--- src/rtl/storage_arb_pkg.sv ---
// Shared types for the storage arbiter: FSM state encoding, port ids and
// the latched downstream request record.
package storage_arb_pkg;

  localparam int ARB_MEM_W = 32;
  localparam int ARB_BE_W  = ARB_MEM_W / 8;

  typedef enum logic [1:0] {
    IDLE  = 2'd0,
    ISSUE = 2'd1,
    RESP  = 2'd2
  } arb_state_e;

  localparam logic PORT_SCALAR = 1'b0;
  localparam logic PORT_VECTOR = 1'b1;

  typedef struct packed {
    logic                is_writing;
    logic [31:0]         addr;
    logic [31:0]         d_in;
    logic [ARB_BE_W-1:0] be;
  } mem_req_t;

endpackage

--- src/rtl/rr_arbiter2.sv ---
// Two-way round-robin grant. The grant is combinational; the priority
// pointer is registered and, when update_en is high and a grant is made,
// moves to the port that did not win.
module rr_arbiter2 (
  input  logic       clk,
  input  logic       rst,
  input  logic [1:0] req,
  input  logic       update_en,
  output logic       gnt_valid,
  output logic       gnt_id
);

  logic ptr_q;

  // Lone requester wins outright; a tie goes to the pointer.
  always_comb begin
    gnt_valid = |req;
    gnt_id    = 1'b0;
    unique case (req)
      2'b01:   gnt_id = 1'b0;
      2'b10:   gnt_id = 1'b1;
      2'b11:   gnt_id = ptr_q;
      default: gnt_id = 1'b0;
    endcase
  end

  // Pointer hands priority to the other port after every grant.
  always_ff @(posedge clk or posedge rst) begin
    if (rst) begin
      ptr_q <= 1'b0;
    end else if (update_en && gnt_valid) begin
      ptr_q <= ~gnt_id;
    end
  end

endmodule

--- src/rtl/storage_arbiter.sv ---
// Shares the storage controller port between the scalar core (port 0) and
// the vector unit (port 1), one transaction at a time, round-robin.
// Optional watchdog: define STORAGE_ARB_TIMEOUT_EN to abort a stalled ISSUE
// after TIMEOUT_CYCLES cycles and return err = 1 to the winner.
//
//   state | meaning
//   IDLE  | no transaction; arbitrate and latch the winner's request
//   ISSUE | mem_access high, latched request on mem_*, wait for completion
//   RESP  | one-cycle valid pulse with latched data to the winner
module storage_arbiter
  import storage_arb_pkg::*;
#(
  parameter int MEM_W          = 32,
  parameter int TIMEOUT_CYCLES = 1024
) (
  input  logic               clk,
  input  logic               rst,
  input  logic               r0_access,
  input  logic               r0_is_writing,
  input  logic [31:0]        r0_addr,
  input  logic [31:0]        r0_d_in,
  input  logic [MEM_W/8-1:0] r0_be,
  output logic [31:0]        r0_d_out,
  output logic               r0_valid,
  output logic               r0_err,
  input  logic               r1_access,
  input  logic               r1_is_writing,
  input  logic [31:0]        r1_addr,
  input  logic [31:0]        r1_d_in,
  input  logic [MEM_W/8-1:0] r1_be,
  output logic [31:0]        r1_d_out,
  output logic               r1_valid,
  output logic               r1_err,
  output logic               mem_access,
  output logic               mem_is_writing,
  output logic [31:0]        mem_addr,
  output logic [31:0]        mem_d_in,
  output logic [MEM_W/8-1:0] mem_be,
  input  logic [31:0]        mem_d_out,
  input  logic               mem_out_valid
);

  arb_state_e  state;
  mem_req_t    req_q;
  mem_req_t    cand;
  logic        winner_q;
  logic        gnt_valid;
  logic        gnt_id;
  logic        fin;
  logic [31:0] fin_data;

`ifdef STORAGE_ARB_TIMEOUT_EN
  localparam logic [15:0] WD_LAST = 16'(TIMEOUT_CYCLES - 1);
  logic [15:0] wd_q;
  logic        fin_err;
  logic        r0_err_q;
  logic        r1_err_q;
  assign r0_err = r0_err_q;
  assign r1_err = r1_err_q;
`else
  assign r0_err = 1'b0;
  assign r1_err = 1'b0;
`endif

  rr_arbiter2 u_rr (
    .clk       (clk),
    .rst       (rst),
    .req       ({r1_access, r0_access}),
    .update_en (state == IDLE),
    .gnt_valid (gnt_valid),
    .gnt_id    (gnt_id)
  );

  // Downstream request comes only from the latched copy, never the live inputs.
  assign mem_is_writing = req_q.is_writing;
  assign mem_addr       = req_q.addr;
  assign mem_d_in       = req_q.d_in;
  assign mem_be         = req_q.be;

  // Request of whichever port the arbiter is granting this cycle.
  always_comb begin
    if (gnt_id == PORT_VECTOR) begin
      cand = '{is_writing: r1_is_writing, addr: r1_addr, d_in: r1_d_in, be: r1_be};
    end else begin
      cand = '{is_writing: r0_is_writing, addr: r0_addr, d_in: r0_d_in, be: r0_be};
    end
  end

  // Completion decode in ISSUE; a real completion beats a coincident timeout.
  always_comb begin
    fin      = 1'b0;
    fin_data = '0;
`ifdef STORAGE_ARB_TIMEOUT_EN
    fin_err  = 1'b0;
`endif
    if (state == ISSUE) begin
      if (mem_out_valid) begin
        fin      = 1'b1;
        fin_data = req_q.is_writing ? 32'h0 : mem_d_out;
      end
`ifdef STORAGE_ARB_TIMEOUT_EN
      else if (wd_q == WD_LAST) begin
        fin     = 1'b1;
        fin_err = 1'b1;
      end
`endif
    end
  end

  // Arbitration FSM with registered downstream strobe and response outputs.
  always_ff @(posedge clk or posedge rst) begin
    if (rst) begin
      state      <= IDLE;
      req_q      <= '0;
      winner_q   <= PORT_SCALAR;
      mem_access <= 1'b0;
      r0_valid   <= 1'b0;
      r1_valid   <= 1'b0;
      r0_d_out   <= '0;
      r1_d_out   <= '0;
`ifdef STORAGE_ARB_TIMEOUT_EN
      wd_q       <= '0;
      r0_err_q   <= 1'b0;
      r1_err_q   <= 1'b0;
`endif
    end else begin
      unique case (state)
        IDLE: begin
          if (gnt_valid) begin
            req_q      <= cand;
            winner_q   <= gnt_id;
            mem_access <= 1'b1;
            state      <= ISSUE;
`ifdef STORAGE_ARB_TIMEOUT_EN
            wd_q       <= '0;
`endif
          end
        end
        ISSUE: begin
          if (fin) begin
            mem_access <= 1'b0;
            state      <= RESP;
            r0_valid   <= (winner_q == PORT_SCALAR);
            r1_valid   <= (winner_q == PORT_VECTOR);
            r0_d_out   <= (winner_q == PORT_SCALAR) ? fin_data : 32'h0;
            r1_d_out   <= (winner_q == PORT_VECTOR) ? fin_data : 32'h0;
`ifdef STORAGE_ARB_TIMEOUT_EN
            r0_err_q   <= (winner_q == PORT_SCALAR) && fin_err;
            r1_err_q   <= (winner_q == PORT_VECTOR) && fin_err;
`endif
          end
`ifdef STORAGE_ARB_TIMEOUT_EN
          else begin
            wd_q <= wd_q + 16'd1;
          end
`endif
        end
        RESP: begin
          r0_valid <= 1'b0;
          r1_valid <= 1'b0;
          r0_d_out <= '0;
          r1_d_out <= '0;
`ifdef STORAGE_ARB_TIMEOUT_EN
          r0_err_q <= 1'b0;
          r1_err_q <= 1'b0;
`endif
          state    <= IDLE;
        end
        default: state <= IDLE;
      endcase
    end
  end

endmodule

--- config.mk ---
export PLATFORM = sky130hd
export DESIGN_NAME = storage_arbiter
export DESIGN_NICKNAME = d
export VERILOG_FILES = /design/src/rtl/storage_arb_pkg.sv /design/src/rtl/rr_arbiter2.sv /design/src/rtl/storage_arbiter.sv
export SDC_FILE = /design/constraint.sdc
export NUM_CORES = 1
export LEC_CHECK = 0
export CAP_MARGIN = 0
export CORE_ASPECT_RATIO = 1.5
export CORE_UTILIZATION = 35
export CTS_CLUSTER_SIZE = 14
export DETAILED_ROUTE_END_ITERATION = 10
export HOLD_SLACK_MARGIN = 0.08
export PLACE_DENSITY = 0.73
export SYNTH_ARGS = -nofsm -noshare
export SYNTH_HDL_FRONTEND = slang
export SYNTH_SLANG_ARGS = --single-unit
--- constraint.sdc ---
create_clock -name clk -period 5.1 [get_ports clk]
set_clock_uncertainty 0.2 [all_clocks]
set_input_delay 0.765 -clock clk [delete_from_list [all_inputs] [get_ports clk]]
set_output_delay 0.765 -clock clk [all_outputs]
set_load 0.02 [all_outputs]
== Word level (Yosys, flattened, before mapping) ==
Cells that the tools add are included.

* Register bits after elaboration: 140
* Input bits: 175
* Output and inout bits: 138
* Word-level logic and storage cells: 51

* Equality and inequality tests: 6
* Muxes and demuxes: 22
* Bitwise gates (word level): 2
* Reduce and logical (&&, ||, !) cells: 9

{| class="wikitable"
|+ Operators with widths
! operator !! count
|-
| $mux 32 || 6
|-
| $pmux 32 s2 || 2
|-
| $mux 69 || 1
|-
| $pmux 1 s2 || 4
|-
| $eq 2x2->1 const B || 3
|-
| $mux 1 || 6
|-
| $reduce_and 2->1 || 3
|-
| $mux 2 || 2
|-
| $ne 2x2->1 const B || 2
|-
| $pmux 2 s2 || 1
|-
| $reduce_bool 2->1 || 2
|-
| $reduce_and 3->1 || 1
|-
| $eq 2x1->1 const B || 1
|-
| $logic_not 2->1 || 1
|-
| $not 1->1 || 2
|-
| $reduce_or 2->1 || 1
|-
| $logic_and 1x1->1 || 1
|}

== Logic depth before layout (Yosys ltp) ==
Gate-level depths: netlist (run 1).

* Word-level depth: 5
* Mapped depth: 6
* Depth with buffers taken out: 4

== Hierarchy ==
A second synthesis (run 1) with hierarchy kept.

* Cell total of the unflattened synthesis: 509
* Area, all modules: 6,653.9 sq um

{| class="wikitable"
|+ By module, submodules not included
! module !! instances !! cells each !! area each (sq um)
|-
| storage_arbiter || 1 || 502 || 6,596.3
|-
| rr_arbiter2 || 1 || 7 || 57.6
|}

== Least setup slack after synthesis (run 1) ==
OpenSTA, ideal clock, no wires.

* Kind: input port to flip-flop
* Start: input r1_access
* End: register req_q (netlist bit mem_addr[10])
* Setup time: 0.066 ns
* Arrival: 1.641 ns
* Required time: 4.834 ns
* Slack: 3.192 ns
* Stages on the path: 4
* Buffers on the path: 1
* Path through: nor2_1 clkbuf_1 o21a_1 a221o_1

* Longest elaborated chain between the ends: 3
* Elaborated cells on any way between the ends: 6
* Classes of those cells: 2 x eq/ne; 2 x mux; 2 x reduce/logical

{| class="wikitable"
|+ Ends and longest elaborated chain
! element !! line !! source
|-
| from (decl) || storage_arbiter.sv:26 || <nowiki>input logic r1_access,</nowiki>
|-
| $eq 2x2->1 || rr_arbiter2.sv:19 || <nowiki>unique case (req)</nowiki>
|-
| $pmux 1 s2 || rr_arbiter2.sv:19 ||
|-
| $mux 69 || storage_arbiter.sv:82 || <nowiki>if (gnt_id == PORT_VECTOR) begin</nowiki>
|-
| to (signal assigned) || storage_arbiter.sv:130 || <nowiki>req_q <= cand;</nowiki>
|-
| to (decl) || storage_arbiter.sv:44 || <nowiki>mem_req_t req_q;</nowiki>
|}

Parallel ways exist; a longest one is shown, timed or not.
A chain may end at the register's enable or synchronous reset.

== Worst setup path in the final report (run 1) ==
* Start: input mem_out_valid
* End: register r1_d_out[17]

* Longest elaborated chain between the ends: 4
* Elaborated cells on any way between the ends: 8
* Classes of those cells: 1 x eq/ne; 6 x mux; 1 x reduce/logical

{| class="wikitable"
|+ Ends and longest elaborated chain
! element !! line !! source
|-
| from (decl) || storage_arbiter.sv:40 || <nowiki>input logic mem_out_valid</nowiki>
|-
| $mux 32 / $mux 1 (equally long branches) || storage_arbiter.sv:97 || <nowiki>if (mem_out_valid) begin</nowiki>
|-
| $mux 32 / $mux 1 (equally long branches) || storage_arbiter.sv:146, storage_arbiter.sv:96 ||
|-
| $mux 32 / $ne 2x2->1 (equally long branches) || -- ||
|-
| $pmux 32 s2 / $reduce_and 2->1 (equally long branches) || -- ||
|-
| to (signal assigned) || storage_arbiter.sv:146 || <nowiki>r1_d_out <= (winner_q == PORT_VECTOR) ? fin_data : 32'h0;</nowiki>
|-
| to (decl) || storage_arbiter.sv:31 || <nowiki>output logic [31:0] r1_d_out,</nowiki>
|}

Parallel ways exist; a longest one is shown, timed or not. The select of a mux whose other input is x is not followed.

==> results of run 1 <==
-- registers in the layout (all words and copies together), names as in the netlist --
name            count
r0_d_out           32
u_rr.ptr_q          1
r1_valid            1
winner_q            1
mem_access          1
r0_valid            1
mem_addr           32
mem_be              4
mem_d_in           32
mem_is_writing      1
state               2
r1_d_out           32
-- cells in the final DEF, fill, tap and decap left out, drive strengths merged, types with 2 or more instances in the layout --
cell | Yosys | final
nor2 | 4 | 4
clkdlybuf4s50 | 0 | 310
a221o | 69 | 69
clkinv | 0 | 2
and3 | 2 | 2
nand2b | 3 | 3
o21a | 69 | 69
o21ai | 3 | 3
a21o | 2 | 2
clkbuf | 21 | 18
buf | 33 | 8
nand2 | 2 | 2
dfrtp | 140 | 140
a32o | 64 | 64
conb | 1 | 2
clkinvlp | 0 | 5
inv | 3 | 10
-- metrics by stage --
step / setup WS, ps / cells
3_5_place_dp: 1900 / 893
4_1_cts: 2340 / 925
5_1_grt: 2130 / 925
6_report: 2300 / 925
3_3_place_gp: 2020 / 893
2_1_floorplan: 382 / 423
-- layout make-up --
cell class | count | area, um2 | share of cell area (%)
flip-flops and latches | 140 | 3500 | 36.8
repair buffers | 318 | 3160 | 33.3
clock inverters | 14 | 126 | 1.33
clock buffers | 18 | 429 | 4.51
well taps | 206 | 258 | 2.71
multi-input cells | 226 | 2020 | 21.2
inverters | 3 | 16.3 | 0.171
-- power breakdown --
group | switching (W) | total, W | internal (W)
sequential | 0.000267 | 0.00180 | 0.00153
combinational | 0.00132 | 0.00264 | 0.00132
clock | 0.000523 | 0.00116 | 0.000639
total | 0.00211 | 0.00560 | 0.00349
-- worst max-delay path by stage --
| stage | end | slack (ps) |
|---|---|---|
| after floorplan | mem_access$_DFFE_PP0P_ | 380 |
| final | r1_d_out[17]$_DFFE_PP0P_ | 2300 |
| after detailed placement | r1_d_out[14]$_DFFE_PP0P_ | 1900 |
| after global placement | r0_d_out[14]$_DFFE_PP0P_ | 2020 |
| after CTS | r1_d_out[14]$_DFFE_PP0P_ | 2340 |
| after global routing | r0_d_out[18]$_DFFE_PP0P_ | 2130 |
-- layer usage --
| metal | routed length (um) | share of wire, % | up-vias | global-route usage, % |
|---|---|---|---|---|
| li1 | - | - | 2288 | - |
| met1 | 7220 | 39 | 2538 | 25.6 |
| met2 | 9510 | 52 | 276 | 38.4 |
| met3 | 1280 | 6.9 | 30 | 5.18 |
| met4 | 438 | 2.4 | 0 | 7.72 |
| met5 | 0 | 0 | - | 0 |
-- worst max-delay path, delay by kind of cell --
family | cells | cell delay, ps
compound gates | 2 | 1100
buf+inv | 3 | 910
simple gates | 1 | 140
-- kinds of logic (layout without fill, tap and decap cells) --
| kind of cell | count (synthesis) | in the layout | share of synthesized area, % |
|---|---|---|---|
| AOI/OAI and AO/OA | 209 | 209 | 32.6 |
| DFF | 140 | 140 | 60.2 |
| buffers and inverters | 57 | 353 | 5.66 |
| and+or+nand+nor | 15 | 15 | 1.44 |
| other | 1 | 2 | 0.0645 |
==> flow_summary.toml, run 1 <==
[outcome]
status = "completed"

[die]
die_h_um = 160
die_x_um = 107
ios = 313
row_count = 57
die_area_um2 = 17100
coreArea_um2 = 16300
initial_utilization_pct = 35.8

[sta]
rsz0062_at_grt = "false"
timing.fmax_mhz = 357
setup_viol = 0
tns_ps = 0
holdWs_ps = 289
relSlewSlack_pct = 14.0
final_max_slew_viol_count = 0
hold_viol_final = 0
post-route-min-period_ps = 2800
timing.final.crit_share_pct = 54.9
worst_pin_slew_ps = 1290

[cts]
cts_resized = 0
cts_setup_buffers = 0
clock_latency_ps = 410
cts_made_buffers = 17
path_clk_slew_ps = 70
holdBufCountCts = 0
root_buffer = "clkbuf_16"
clkSinkCount = 140
cts_tree = "yes"
clockBufferDepth = 2
cts_max_level = 4

[grt]
first_global_vias = 5416
grt_max_degree = 115
grt.total_usage_pct = 21.8
grt_pass1_wl_mm = 28.9
globalRouteOverflowTotal = 0
antenna_found_initial = 0

[final_layout]
utilization_pct = 58.5
nets = 881
drive_above_1_share_pct = 6.82
fillCellCount = 1331
design_area_um2 = 9510
synthToLayoutAreaGrowth_pct = 63.5
diodes = 0

[yosys]
synthTopCellsByArea = "dfrtp_1 60%, a221o_1 12%, a32o_1 11%"
synth_area_leader_cell = "dfrtp_1"
ys_ff_latch = 140
yosysWarnings = 0
avgSynthCellArea_um2 = 13.8
synth_edf_count = 0
synth_cell_types = 23
netlist_top_cells_count = "140 x dfrtp_1, 69 x a221o_1, 69 x o21a_1, 64 x a32o_1, 21 x clkbuf_1"
async_reset_ff_share_pct = 100
synthesis.area_um2 = 5820
yosys.area.top_type_share_pct = 60.2
syn_inst = 422
synth-seq-area-share_pct = 60.2
synth.most_common_cell = "dfrtp_1"
synth-main-ff-cell = "dfrtp_1"

[pwr]
peakVddDrop_uv = 310
power_w = 0.00560
p_leak_nw = 3.91
power_density_nw_per_um2 = 589

[critical_path]
cp-end-kind = "flip-flop"
reg2reg_depth = 5
start_kind = "input port"
startpoint = "mem_out_valid"
arrival_ps = 2940
path_max_fanout = 52
crit_chain = "clkdlybuf4s50_1, nand3b_2, inv_2, a21oi_4, buf_4, a32o_1"
r2r_end = "r1_d_out[17]$_DFFE_PP0P_"
reg2reg_slack_ps = 2630
critPathMaxStageDelay_ps = 950
crit_type = "in2reg"
required_ps = 5240
crit_slowest_cell = "a21oi_4"
reg2reg_from = "state[1]$_DFFE_PP0P_"

[routing]
vias = 5132
ant_nets = 0
viasPerCell = 5.55
first_iter_violations = 293
routed_wl_mm = 18.4
wire_per_inst_um = 19.9
drc = 0
drt_pass1_iterations = 4

[job]
maxCapViolCount = 0

[min_path]
holdPathEnd = "r1_valid$_DFFE_PP0P_"
worst_hold_path.num_cells = 1
hp-class = "reg2reg"
hp-start = "r1_valid$_DFFE_PP0P_"

[placement]
port_buffers = 310
dp_hpwl_mm = 13.1
gp_congestion = 0.791
placed_area_um2 = 8960
Note: power is estimated with default switching activity, not from simulation.
==> inputs of run 2 (changes only) <==
--- a/config.mk
+++ b/config.mk
@@ -11,7 +11,7 @@
 export CTS_CLUSTER_SIZE = 14
 export DETAILED_ROUTE_END_ITERATION = 10
 export HOLD_SLACK_MARGIN = 0.08
-export PLACE_DENSITY = 0.73
+export PLACE_DENSITY = 0.76
 export SYNTH_ARGS = -nofsm -noshare
 export SYNTH_HDL_FRONTEND = slang
 export SYNTH_SLANG_ARGS = --single-unit
==> constraint.sdc (replaced) <==
create_clock -name clk -period 2.45 [get_ports clk]
set_clock_uncertainty 0.2 [all_clocks]
set_input_delay 0.3675 -clock clk [delete_from_list [all_inputs] [get_ports clk]]
set_output_delay 0.3675 -clock clk [all_outputs]
set_load 0.02 [all_outputs]
==> flow_summary.toml, run 2 (synthesis results as in run 1) <==
[routing]
routed_wl_mm = 18.4
wire_per_inst_um = 19.6
first_iter_violations = 294
drt_pass1_iterations = 4
drc = 0
viasPerCell = 5.58
vias = 5224
ant_nets = 0

[grt]
antenna_found_initial = 1
grt_max_degree = 65
grt_pass1_wl_mm = 28.4
globalRouteOverflowTotal = 0
first_global_vias = 5499
grt.total_usage_pct = 21.3

[cts]
root_buffer = "clkbuf_16"
cts_max_level = 4
clockBufferDepth = 2
cts_tree = "yes"
path_clk_slew_ps = 70
holdBufCountCts = 0
cts_resized = 0
clock_latency_ps = 400
clkSinkCount = 140
cts_made_buffers = 17
cts_setup_buffers = 0

[final_layout]
final_common_cell = "clkdlybuf4s50_1"
drive_above_1_share_pct = 8.22
fin_cells = 937
fillCellCount = 1301
mostFrequentLayoutCells = "310 x clkdlybuf4s50_1, 140 x dfrtp_1, 69 x o21a_1, 69 x a221o_1, 64 x a32o_1"
synthToLayoutAreaGrowth_pct = 67.5
nets = 892

[job]
maxCapViolCount = 0

[critical_path]
path_max_fanout = 49
critPathMaxStageDelay_ps = 560
crit_chain = "or2_2, buf_12, o21a_1, a221o_1"
cp_top_family = "simple AND/OR/NAND/NOR gates"
crit_buf_inv = 1
cp-end-kind = "flip-flop"
start_kind = "flip-flop"
required_ps = 2530
reg2reg_from = "state[1]$_DFFE_PP0P_"
crit_type = "reg2reg"
crit_slowest_cell = "or2_2"
arrival_ps = 2240
startpoint = "state[1]$_DFFE_PP0P_"

[die]
die_area_um2 = 17100
die_h_um = 160
ios = 313
row_count = 57
initial_utilization_pct = 35.8
die_x_um = 107
coreArea_um2 = 16300

[sta]
post-route-min-period_ps = 2150
hold_viol_final = 0
rsz0062_at_grt = "false"
holdWs_ps = 140
timing.final.crit_share_pct = 87.8
timing.fmax_mhz = 465
worst_pin_slew_ps = 1090
relSlewSlack_pct = 27.1
setup_viol = 0
final_max_slew_viol_count = 0

[pwr]
power_w = 0.0121
peakVddDrop_uv = 538
p_leak_nw = 4.02
power_density_nw_per_um2 = 1240

[placement]
place_inst = 903
port_buffers = 310
dp_hpwl_mm = 13.0
gp_congestion = 0.805

[min_path]
hp-class = "in2async"

[outcome]
status = "completed"
run 2: cell count changes in the layout (fill, tap and decap cells not counted), sizes merged, moves of 2 or more:
cell / before / now
buf: 8 / 18
bufinv: 0 / 3
clkinvlp: 5 / 3
inv: 10 / 8
run 2: metrics by stage:
stage	TNS (ps)	worst slack, ps	util [%]	cell area, um2
global placement	-2120	-99.9	56.1	9120
floorplan	0	133	-	5820
finish	0	298	59.9	9740
CTS	0	155	59.8	9730
global route	0	218	59.9	9740
detailed placement	-2760	-143	56.1	9120
run 2: worst paths after layout:
check / endpoint / slack (ps) / cells past startpoint
hold reg to reg: r0_valid$_DFFE_PP0P_ / 280 / 1
hold / removal: r1_valid$_DFFE_PP0P_ / 140 / 2
setup / recovery: mem_d_in[27]$_DFFE_PP0P_ / 300 / 4
max in group asynchronous: mem_d_in[31]$_DFFE_PP0P_ / 1280 / 3
min in group clk: r0_valid$_DFFE_PP0P_ / 280 / 1
setup reg to reg: mem_d_in[27]$_DFFE_PP0P_ / 300 / 4
run 2: area by class of cell:
cell class / count / area, um2 / share of cell area (%)
flip-flops and latches: 140 / 3500 / 36.0
repair buffers: 328 / 3330 / 34.1
multi-input cells: 227 / 2020 / 20.8
clock buffers: 18 / 429 / 4.41
well taps: 206 / 258 / 2.65
clock inverters: 14 / 183 / 1.88
inverters: 3 / 15.0 / 0.154
diodes: 1 / 2.50 / 0.0257
run 2: per-layer routing:
layer,global-route usage [%],vias up,share of wire (%)
met1,24.5,2591,38
met3,4.00,25,6.7
met4,8.72,0,2.4
met2,38.1,298,52
met5,0,-,0
li1,-,2310,-
run 2: power by group:
part | switching [W] | internal [W] | total, W | leakage [nW]
Sequential | 0.000567 | 0.00319 | 0.00376 | 1.82
Combinational | 0.00278 | 0.00286 | 0.00564 | 1.91
Clock | 0.00103 | 0.00163 | 0.00266 | 0.294
Total | 0.00438 | 0.00767 | 0.0121 | 4.02
==> inputs of run 3 (changes only) <==
--- a/config.mk
+++ b/config.mk
@@ -8,10 +8,12 @@
 export CAP_MARGIN = 0
 export CORE_ASPECT_RATIO = 1.5
 export CORE_UTILIZATION = 35
+export CTS_BUF_LIST = sky130_fd_sc_hd__clkbuf_4 sky130_fd_sc_hd__clkbuf_8
 export CTS_CLUSTER_SIZE = 14
 export DETAILED_ROUTE_END_ITERATION = 10
 export HOLD_SLACK_MARGIN = 0.08
-export PLACE_DENSITY = 0.76
+export PLACE_DENSITY = 0.73
+export SLEW_MARGIN = 15
 export SYNTH_ARGS = -nofsm -noshare
 export SYNTH_HDL_FRONTEND = slang
 export SYNTH_SLANG_ARGS = --single-unit
==> constraint.sdc (replaced) <==
create_clock -name clk -period 2 [get_ports clk]
set_clock_uncertainty 0.2 [all_clocks]
set_input_delay 0.3 -clock clk [delete_from_list [all_inputs] [get_ports clk]]
set_output_delay 0.3 -clock clk [all_outputs]
set_load 0.02 [all_outputs]
==> flow_summary.toml, run 3 (synthesis results as in run 1) <==
[routing]
ant_nets = 0
met3_wirelength_mm = 1.38
drt_pass1_iterations = 6
routed_wl_mm = 18.8
met1Wirelength_mm = 7.07
viasPerCell = 5.61
wire_per_inst_um = 20.1
top_layer = "met4"
wl_met2_mm = 9.96
vias = 5248
drc = 0
first_iter_violations = 301

[grt]
globalRouteOverflowTotal = 0
grt.total_usage_pct = 22.1
antenna_found_initial = 0
grt_pass1_wl_mm = 29.4
grt_max_degree = 84
first_global_vias = 5608

[sta]
rsz0062_at_grt = "false"
setup_viol = 0
holdWs_ps = 130
final_max_slew_viol_count = 0
timing.fmax_mhz = 513
hold_viol_final = 0
timing.final.crit_share_pct = 97.4
post-route-min-period_ps = 1950

[placement]
gp_congestion = 0.769
place_inst = 904
dp_hpwl_mm = 13.5
port_buffers = 310

[cts]
path_clk_slew_ps = 100
clockBufferDepth = 2
clkSinkCount = 140
holdBufCountCts = 0
clock_latency_ps = 440
cts_tree = "yes"
root_buffer = "clkbuf_8"
cts_setup_buffers = 0
cts_resized = 3
cts_max_level = 4
cts_made_buffers = 17

[final_layout]
mostFrequentLayoutCells = "298 x clkdlybuf4s50_1, 140 x dfrtp_1, 69 x o21a_1, 69 x a221o_1, 64 x a32o_1"
nets = 892
final_common_cell = "clkdlybuf4s50_1"
synthToLayoutAreaGrowth_pct = 65.6
diodes = 0
drive_above_1_share_pct = 8.36
fin_cells = 936

[die]
ios = 313
coreArea_um2 = 16300
initial_utilization_pct = 35.8
row_count = 57
die_x_um = 107
die_area_um2 = 17100
die_h_um = 160

[pwr]
comb_power_share_pct = 50.3
internal_power_w = 0.00852
seqPwrFrac_pct = 33.1
power_density_nw_per_um2 = 1440
p_leak_nw = 4.08
clkPwrFrac_pct = 16.6
p_sw_share_pct = 38.6
p_switching_w = 0.00535
peakVddDrop_uv = 759

[critical_path]
crit_slowest_cell = "clkdlybuf4s50_1"
start_kind = "flip-flop"
arrival_ps = 1450
cp-end-kind = "primary output"
crit_chain = "clkdlybuf4s50_1"
path_max_fanout = 2
reg2reg_slack_ps = 100
crit_type = "reg2out"
critPathMaxStageDelay_ps = 620
cp_top_family = "buffers and inverters"
crit_buf_inv = 1
required_ps = 1500

[min_path]
hp-class = "in2async"

[job]
maxCapViolCount = 0

[outcome]
status = "completed"
## run 3: cell types whose count changed in the layout (fill, tap and decap cells not counted), moves of 2 or more
cell | before | now
clkbuf_16 | 17 | 0
clkbuf_8 | 0 | 17
clkdlybuf4s50_1 | 310 | 298
dlymetal6s2s_1 | 0 | 9
buf_12 | 7 | 15
buf_4 | 11 | 4
dlygate4sd2_1 | 0 | 3
bufinv_16 | 3 | 1
inv_8 | 1 | 3
## run 3: through the flow
| stage | total power, W | setup WS, ps | util, % | cell area, um2 | setup TNS, ps |
|---|---|---|---|---|---|
| 2_1_floorplan | 0.00843 | -249 | - | 5820 | -34870 |
| 3_3_place_gp | 0.0115 | 4.86 | 56.7 | 9230 | 0 |
| 3_5_place_dp | 0.0117 | -23.4 | 56.7 | 9230 | -195 |
| 4_1_cts | 0.0140 | 2.25 | 59.1 | 9610 | 0 |
| 5_1_grt | 0.0146 | 0.00244 | 59.2 | 9630 | 0 |
| 6_report | 0.0139 | 51.9 | 59.2 | 9630 | 0 |
## run 3: worst paths after layout
path	startpoint	endpoint	cells after the start
max	mem_addr[29]$_DFFE_PP0P_	mem_addr[29]	1
min	rst	mem_d_in[27]$_DFFE_PP0P_	3
max reg2reg	state[1]$_DFFE_PP0P_	mem_d_in[9]$_DFFE_PP0P_	4
min reg2reg	r0_d_out[8]$_DFFE_PP0P_	r0_d_out[8]$_DFFE_PP0P_	1
max in group asynchronous	rst	mem_be[0]$_DFFE_PP0P_	3
min in group clk	r0_addr[30]	mem_addr[30]$_DFFE_PP0P_	2
## run 3: final cells by class
cell class	count	area, um2
clock buffers	18	241
clock inverters	14	148
repair buffers	329	3450
well taps	206	258
inverters	3	15.0
flip-flops and latches	140	3500
fillers	1339	6630
multi-input cells	226	2020
## run 3: power groups by stage
| stage | sequential (W) | clock [W] | combinational, W |
|---|---|---|---|
| floorplan | 0.00576 | 0 | 0.00267 |
| global placement | 0.00460 | 0 | 0.00687 |
| detailed placement | 0.00462 | 0 | 0.00708 |
| CTS | 0.00460 | 0.00237 | 0.00705 |
| global route | 0.00472 | 0.00248 | 0.00740 |
| finish | 0.00459 | 0.00230 | 0.00698 |
## run 3: per-layer routing
layer | GRT usage [%] | vias up
met2 | 40.4 | 286
li1 | - | 2309
met5 | 0 | -
met1 | 24.5 | 2625
met4 | 8.84 | 0
met3 | 4.86 | 28
## run 3: worst reg2reg max path, delay by kind of cell, from the launching register on
family | cells | cell delay [ps]
AND/OR/NAND/NOR | 1 | 340
buffers and inverters | 1 | 190
flip-flops | 1 | 460
AO/OA/AOI/OAI | 2 | 610
==> RTL change: new RTL, flow settings as in run 1 <==
Add an input register stage for `r1_addr`, cleared by the reset; this delays it by one clock. The other inputs are not delayed to match.
--- a/src/rtl/storage_arbiter.sv
+++ b/src/rtl/storage_arbiter.sv
@@ -42,2 +42,12 @@
 
+  logic [31:0] r1_addr_q;
+
+  always_ff @(posedge clk or posedge rst) begin
+    if (rst) begin
+      r1_addr_q <= '0;
+    end else begin
+      r1_addr_q <= r1_addr;
+    end
+  end
+
   arb_state_e  state;
@@ -82,3 +92,3 @@
     if (gnt_id == PORT_VECTOR) begin
-      cand = '{is_writing: r1_is_writing, addr: r1_addr, d_in: r1_d_in, be: r1_be};
+      cand = '{is_writing: r1_is_writing, addr: r1_addr_q, d_in: r1_d_in, be: r1_be};
     end else begin
Check against the original RTL: not equivalent (a bounded check fails within 4 cycles, from zero or initial values and one cycle with rst high).
==> RTL change against run 1 <==
Non-clock buffer count grew 1; area after synthesis increased by 12%; worst setup slack improved by 0.059 ns; final cell count rose by 7.9%; die area increased by 12%; routed wire length grew 14%; design area up 9.0%; total power rose by 6.8%; sequential cell count grew 32; critical endpoint is now mem_addr[8]; largest cell class unchanged; largest power group unchanged.
==> RTL change: results (changes against run 1) <==
Critical path
  • Slowest stage delay, CP: 0.90 ns (-0.05 ns)

Placement
  • Placed cells: 966 (+8.2%)
  • Setup WS pre-CTS: 1.97 ns (+0.0696 ns)
  • Dpl cell area: 9820 µm² (+9.6%)

GRT
  • Initial antenna violation count: 3 (+3)
  • Met2 usage: 0.392 (+0.00823)

Logic synthesis
  • Post-synth top cells: dfrtp_1, a221o_1, o21a_1
  • Seq/Total Area, Yosys: 0.658 (+0.0562)

Pwr
  • P_comb: 2.70 mW (+2%)
  • Leak pwr: 4.31 nW (+10%)
  • Clk pwr share: 0.205 (-0.002)

Timing
  • Relative slew slack: 0.254 (+0.114)

Finish
  • Clock-cell share: 0.0537 (-0.00473)
  • Fraction of area in registers: 0.415 (+0.0466)
  • Fillers: 1484 (+11%)
  • Total Nets Final: 912 (+3.5%)
  • Number of clock buffers in the layout: 20 (+2)
  • Layout cell share with drive strength beyond 1: 0.0640 (-0.00415)
  • Multi-input gate area: 2000 µm² (-0.62%)
  • Reg area: 4300 µm² (+23%)

Drt
  • Starting DRC count in detailed routing: 343 (+17%)
  • Top Metal Used: met5
  • WL final: 21000 µm (+14%)
  • Drt pass-1 iters: 5 (+1)
  • Routed met1 length: 7670 µm (+6.2%)
  • DR WL/cell: 21.1 µm (+5.7%)
  • Vias after detailed routing: 5396 (+5.1%)

Run status
  • Status: complete, no violations
==> RTL change: cell types whose count changed in the layout (fill, tap and decap cells not counted), moves of 2 or more <==
cell	delta
clkinvlp_4	-3
o21ai_0	-2
clkinv_2	+4
a21o_1	+2
dfrtp_1	+32
nand2b_1	-2
inv_6	-2
==> RTL change: final timing paths <==
kind / slack (ns) / cells after the start / to / startpoint
min in group asynchronous: 0.74 / 3 / mem_addr[5] / rst
setup reg to reg: 2.77 / 4 / mem_addr[7] / state[1]
setup / recovery: 2.36 / 5 / mem_addr[8] / r1_access
hold reg to reg: 0.28 / 1 / r1_valid / r1_valid
max in group asynchronous: 3.24 / 3 / r0_d_out[18] / rst
hold / removal: 0.28 / 1 / r1_valid / r1_valid
==> RTL change: cells by family after synthesis <==
kind of cell | count (synthesis) | synth area share
buf+inv | 57 | 0.0404
compound gates | 209 | 0.290
simple gates | 13 | 0.0103
flops | 172 | 0.658
other cells | 1 | 0.000574
